`config.mk`:
```
export PLATFORM = sky130hd
export DESIGN_NAME = btn_debounce_flat
export DESIGN_NICKNAME = d
export VERILOG_FILES = /design/src/rtl/btn_debounce_if.sv /design/src/rtl/btn_debounce.sv /design/src/flat_wrapper.sv
export SDC_FILE = /design/constraint.sdc
export NUM_CORES = 1
export LEC_CHECK = 0
export ABC_AREA = 1
export CAP_MARGIN = 20
export CORE_UTILIZATION = 35
export CTS_BUF_LIST = sky130_fd_sc_hd__clkbuf_8
export DETAILED_ROUTE_END_ITERATION = 8
export RECOVER_POWER = 100
export SYNTH_ARGS = -nofsm -noshare
export SYNTH_HDL_FRONTEND = slang
export SYNTH_SLANG_ARGS = --single-unit
```
`constraint.sdc`:
```
create_clock -name clk -period 1.36 [get_ports clk]
set_clock_uncertainty 0.2 [all_clocks]
set_input_delay 0.34 -clock clk [delete_from_list [all_inputs] [get_ports clk]]
set_output_delay 0.34 -clock clk [all_outputs]
set_load 0.05 [all_outputs]
```
`src/rtl/btn_debounce_if.sv`:
```
// Button bundle between the raw pad side and the debounced level consumer.
interface btn_debounce_if #(
  parameter int N_BTN = 4
);
  logic [N_BTN-1:0] btn_raw;
  logic [N_BTN-1:0] btn_db;
  logic [N_BTN-1:0] db_busy;

  modport master (output btn_raw, input btn_db, input db_busy);
  modport slave  (input btn_raw, output btn_db, output db_busy);
endinterface

```
`src/rtl/btn_debounce.sv`:
```
// Button conditioning: 2-FF sync plus per-button stability counter; optional BTN_DB_AUTOREPEAT_EN.
// Latency DB_CYCLES+2 edges from a stable raw level; no backpressure (free-running levels).
module btn_debounce #(
  parameter int N_BTN      = 4,
  parameter int DB_CYCLES  = 1000000,
  parameter int CNT_W      = 20,
  parameter int REPEAT_DLY = 50000000,
  parameter int REPEAT_PER = 10000000
) (
  input logic           clk,
  input logic           rst_n,
  btn_debounce_if.slave bus
);

  localparam logic [CNT_W-1:0] DB_LAST = CNT_W'(DB_CYCLES - 1);

  logic [N_BTN-1:0] sync1;
  logic [N_BTN-1:0] sync2;
  logic [N_BTN-1:0] filt;

  always_ff @(posedge clk or negedge rst_n) begin
    if (!rst_n) begin
      sync1 <= '0;
      sync2 <= '0;
    end else begin
      sync1 <= bus.btn_raw;
      sync2 <= sync1;
    end
  end

  for (genvar i = 0; i < N_BTN; i++) begin : g_btn
    logic [CNT_W-1:0] cnt;
    logic             accept;

    assign accept = (sync2[i] != filt[i]) && (cnt == DB_LAST);

    // Any edge where the synchronised level agrees with the output restarts filtering.
    always_ff @(posedge clk or negedge rst_n) begin
      if (!rst_n) begin
        cnt     <= '0;
        filt[i] <= 1'b0;
      end else if (sync2[i] == filt[i]) begin
        cnt <= '0;
      end else if (accept) begin
        filt[i] <= sync2[i];
        cnt     <= '0;
      end else begin
        cnt <= cnt + 1'b1;
      end
    end

    assign bus.db_busy[i] = (cnt != '0);

`ifdef BTN_DB_AUTOREPEAT_EN
    localparam logic [CNT_W-1:0] RPT_DLY_LAST = CNT_W'(REPEAT_DLY - 1);
    localparam logic [CNT_W-1:0] RPT_PER_LAST = CNT_W'(REPEAT_PER - 1);

    logic [CNT_W-1:0] rcnt;
    logic             per_phase;
    logic             mask;
    logic             release_acc;
    logic [CNT_W-1:0] rpt_last;

    assign release_acc = filt[i] && accept;
    assign rpt_last    = per_phase ? RPT_PER_LAST : RPT_DLY_LAST;

    // mask only blanks the output; filt and cnt keep running underneath it.
    always_ff @(posedge clk or negedge rst_n) begin
      if (!rst_n) begin
        rcnt      <= '0;
        per_phase <= 1'b0;
        mask      <= 1'b0;
      end else if (!filt[i] || release_acc) begin
        rcnt      <= '0;
        per_phase <= 1'b0;
        mask      <= 1'b0;
      end else if (rcnt == rpt_last) begin
        rcnt      <= '0;
        per_phase <= 1'b1;
        mask      <= 1'b1;
      end else begin
        rcnt <= rcnt + 1'b1;
        mask <= 1'b0;
      end
    end

    assign bus.btn_db[i] = filt[i] & ~mask;
`else
    assign bus.btn_db[i] = filt[i];
`endif
  end

endmodule
```
`src/flat_wrapper.sv`:
```
// flat-port wrapper written by rule: the top's interface ports become plain ports
module btn_debounce_flat 
#(
  parameter int N_BTN      = 4,
  parameter int DB_CYCLES  = 1000000,
  parameter int CNT_W      = 20,
  parameter int REPEAT_DLY = 50000000,
  parameter int REPEAT_PER = 10000000
)
  (clk, rst_n, bus_btn_raw, bus_btn_db, bus_db_busy);
  btn_debounce_if #(.N_BTN(N_BTN)) bus_i ();
  input logic clk;
  input logic rst_n;
  input wire logic [$bits(bus_i.btn_raw)-1:0] bus_btn_raw;
  output wire logic [$bits(bus_i.btn_db)-1:0] bus_btn_db;
  output wire logic [$bits(bus_i.db_busy)-1:0] bus_db_busy;
  assign bus_i.btn_raw = bus_btn_raw;
  assign bus_btn_db = bus_i.btn_db;
  assign bus_db_busy = bus_i.db_busy;
  btn_debounce #(.N_BTN(N_BTN), .DB_CYCLES(DB_CYCLES), .CNT_W(CNT_W), .REPEAT_DLY(REPEAT_DLY), .REPEAT_PER(REPEAT_PER)) u_core (.clk(clk), .rst_n(rst_n), .bus(bus_i));
endmodule
```
==> impl_metrics.tcl <==
set metrics [dict create \
    grt_pass1_wl_um 24300 \
    antenna_found_initial 0 \
    p_leak_nw 3.97 \
    reg2reg_depth 12 \
    cts_buffers 9 \
    path_cells "inv_1, nand2_1, nor4_1, nand3b_1, buf_6" \
    clock_sinks 92 \
    hold_depth 0 \
    drt-total-wl_um 15000 \
    root_buffer "clkbuf_8" \
    synth_flop_cell "dfrtp_1" \
    synth_warnings 0 \
    rsz0062_at_grt "true" \
    top_level_ports 14 \
    synth_edf_count 0 \
    finalWeightedCongestion 0.920 \
    finalWorstPathRequiredPeriod_ns 2.07 \
    r2r-start "u_core.g_btn[1].cnt[0]" \
    grt_start_max_net_pins 30 \
    worstPathRequired_ns 0.82 \
    path_class "flip-flop to primary output" \
    drt_iter0_drc 237 \
    finalHoldViolations 0 \
    max_stage_delay_ns 0.39 \
    critical_path.max_fanout 2 \
    drcViolationCount 0 \
    diodes 0 \
    worstMarginPinSlew_ns 0.496 \
    clockBufferDepth 2 \
    status "finished, violations left" \
    rows 44 \
    vias 5313 \
    syn_to_final_growth_pct 64.1 \
    ys_ff_latch 92 \
    fin_nets 916 \
    crit_path_start "u_core.g_btn[0].cnt[15]" \
    crit_family "simple AND/OR/NAND/NOR gates" \
    first_pass_iters 5 \
    dp_hpwl_um 9900 \
    max_freq_mhz 483 \
    hold_path.class "flip-flop to flip-flop" \
    max-slew-margin-rel 0.669 \
    setup_tns_ns -28.03 \
    initial_core_util 0.358 \
    ir_drop_v 0.000446 \
    clk_latency_ns 0.39 \
    min_to "u_core.sync2[2]" \
    ctsHtreeMaxLevel 3 \
    power_density_mw_per_mm2 663 \
    start_kind "flip-flop" \
    worst_setup_path_end_kind "primary output" \
    setup_violations 91 \
    synth.net_count 688 \
    layout_setup_ws_ns -0.710 \
    fin_crit_sh 1.52 \
    hp-start "u_core.sync1[2]" \
    nFillCells 1208 \
    maxCapViolations 0 \
    reg2reg_slack_ns -0.58 \
    die_y_um 124 \
    async_flop_share 1.00 \
    core_sq_mm 0.0145 \
    fp.dieArea_sq_mm 0.0154 \
    die_x_um 124 \
    port_buffers 13 \
    via_per_inst 4.87 \
    rr_endpoint "u_core.g_btn[1].cnt[13]" \
    path_clk_slew_ns 0.10 \
    worst-path-buf-inv 2 \
    whs_ns 0.156 \
    synth.distinct_cells 29 \
    cp_data_arrival_time_ns 1.53 \
    wl_per_cell_um 13.8 \
    syn-cell-area_sq_mm 0.00520 \
    drtAntennaViolNets 0 \
    slew_violations 0 \
    grt.total_usage 0.201 \
    cts_tree "built" \
    drive_above_1_share 0.493 \
    syn_avg_cell_area_sq_um 7.72 \
    grt_pass1_vias 5240 \
    cp_slowest_cell "dfrtp_1" \
    syn_inst 674 \
    yosysSeqAreaShare 0.443 \
    grt_overflow_total 0 \
    failed_checks "negative setup slack" \
]
## worst max-delay path by stage
| stage | endpoint | slack, ns | cells past startpoint |
|---|---|---|---|
| 2_1_floorplan | bus_db_busy[3] | -0.46 | 5 |
| 3_3_place_gp | u_core.g_btn[2].cnt[9] | -0.30 | 8 |
| 3_5_place_dp | u_core.g_btn[0].cnt[18] | -0.37 | 10 |
| 4_1_cts | bus_db_busy[2] | -0.73 | 5 |
| 5_1_grt | bus_db_busy[0] | -0.78 | 5 |
| 6_report | bus_db_busy[0] | -0.71 | 5 |
## layer usage
layer | vias to the layer above | routed length [um] | share of wire | GRT usage
met5 | - | 0 | 0 | 0
met4 | 0 | 304 | 0.020 | 0.0804
met3 | 32 | 381 | 0.025 | 0.0293
met2 | 101 | 7950 | 0.53 | 0.349
met1 | 2572 | 6410 | 0.43 | 0.251
li1 | 2608 | - | - | -
## report_power, final
part	switching (mW)	total (mW)	internal (mW)
logic	0.366	0.673	0.307
clock network	1.07	2.17	1.10
registers	0.0450	2.82	2.77
## synthesized netlist by cell type, types with 2 or more instances
cell | instances | area (sq um)
a21oi_1 | 14 | 70.1
dfrtp_1 | 92 | 2300
ha_1 | 8 | 100
inv_1 | 68 | 255
inv_2 | 7 | 26.3
nand2_1 | 133 | 499
nand2_2 | 17 | 106
nand3_1 | 65 | 325
nand3b_1 | 2 | 15.0
nand4_1 | 20 | 125
nor2_1 | 140 | 526
nor2_2 | 18 | 113
nor2_4 | 11 | 124
nor3_1 | 10 | 50.1
nor3b_1 | 5 | 37.5
nor4_1 | 7 | 43.8
o21ai_0 | 10 | 50.1
o21ai_1 | 5 | 25.0
xnor2_1 | 6 | 52.6
xnor2_4 | 2 | 55.1
xor2_1 | 26 | 228
## cell families after synthesis
group,count (synthesis),synth area share
simple gates,430,0.381
flops,92,0.443
buf+inv,77,0.0558
xor+xnor,35,0.0676
compound gates,32,0.0339
fa+ha+maj,8,0.0192
## flip-flops by register name, indices dropped and copies added, names as in the netlist
register and flops:
u_core.sync1 4, u_core.g_btn.cnt 80, u_core.sync2 4, u_core.bus.btn_db 4
## through the flow
step | std cells | setup slack, ns | utilization | total power [mW] | area [sq um]
floorplan | 674 | -0.463 | - | 3.10 | 5360
global placement | 1037 | -0.299 | 0.485 | 3.32 | 7050
detailed placement | 1037 | -0.372 | 0.485 | 3.33 | 7050
CTS | 1073 | -0.726 | 0.542 | 5.60 | 7870
global route | 1091 | -0.783 | 0.587 | 5.88 | 8530
finish | 1091 | -0.710 | 0.587 | 5.66 | 8530
## area by class of cell
class	count	area [sq um]	share of cell area
tap	184	230	0.0270
inverter	76	298	0.0349
multi-input combinational	508	3530	0.414
timing repair buffer	215	1930	0.226
clock inverter	6	93.8	0.0110
sequential	92	2310	0.271
clock buffer	10	138	0.0161
## placed cells by master (no fill, tap or decap), types with 26 or more instances in the layout
cell type  instances
buf_6             58
buf_4            142
nor2_4            37
dfrtp_1           84
nand3_1           26
inv_1             50
nor2_1           107
nand3_2           32
nand2_2           27
nand2_1          102
## repair_timing
action                                  4_1_cts  5_1_grt
endpoints found under the hold margin        92        0
cloned                                        3        0
hold buffers                                  1        0
endpoints found under the setup margin       87       92
pin swaps                                    40       68
buffers inserted                             19       26
gates resized for setup                     118      138
Note: power is estimated with default switching activity, not from simulation.
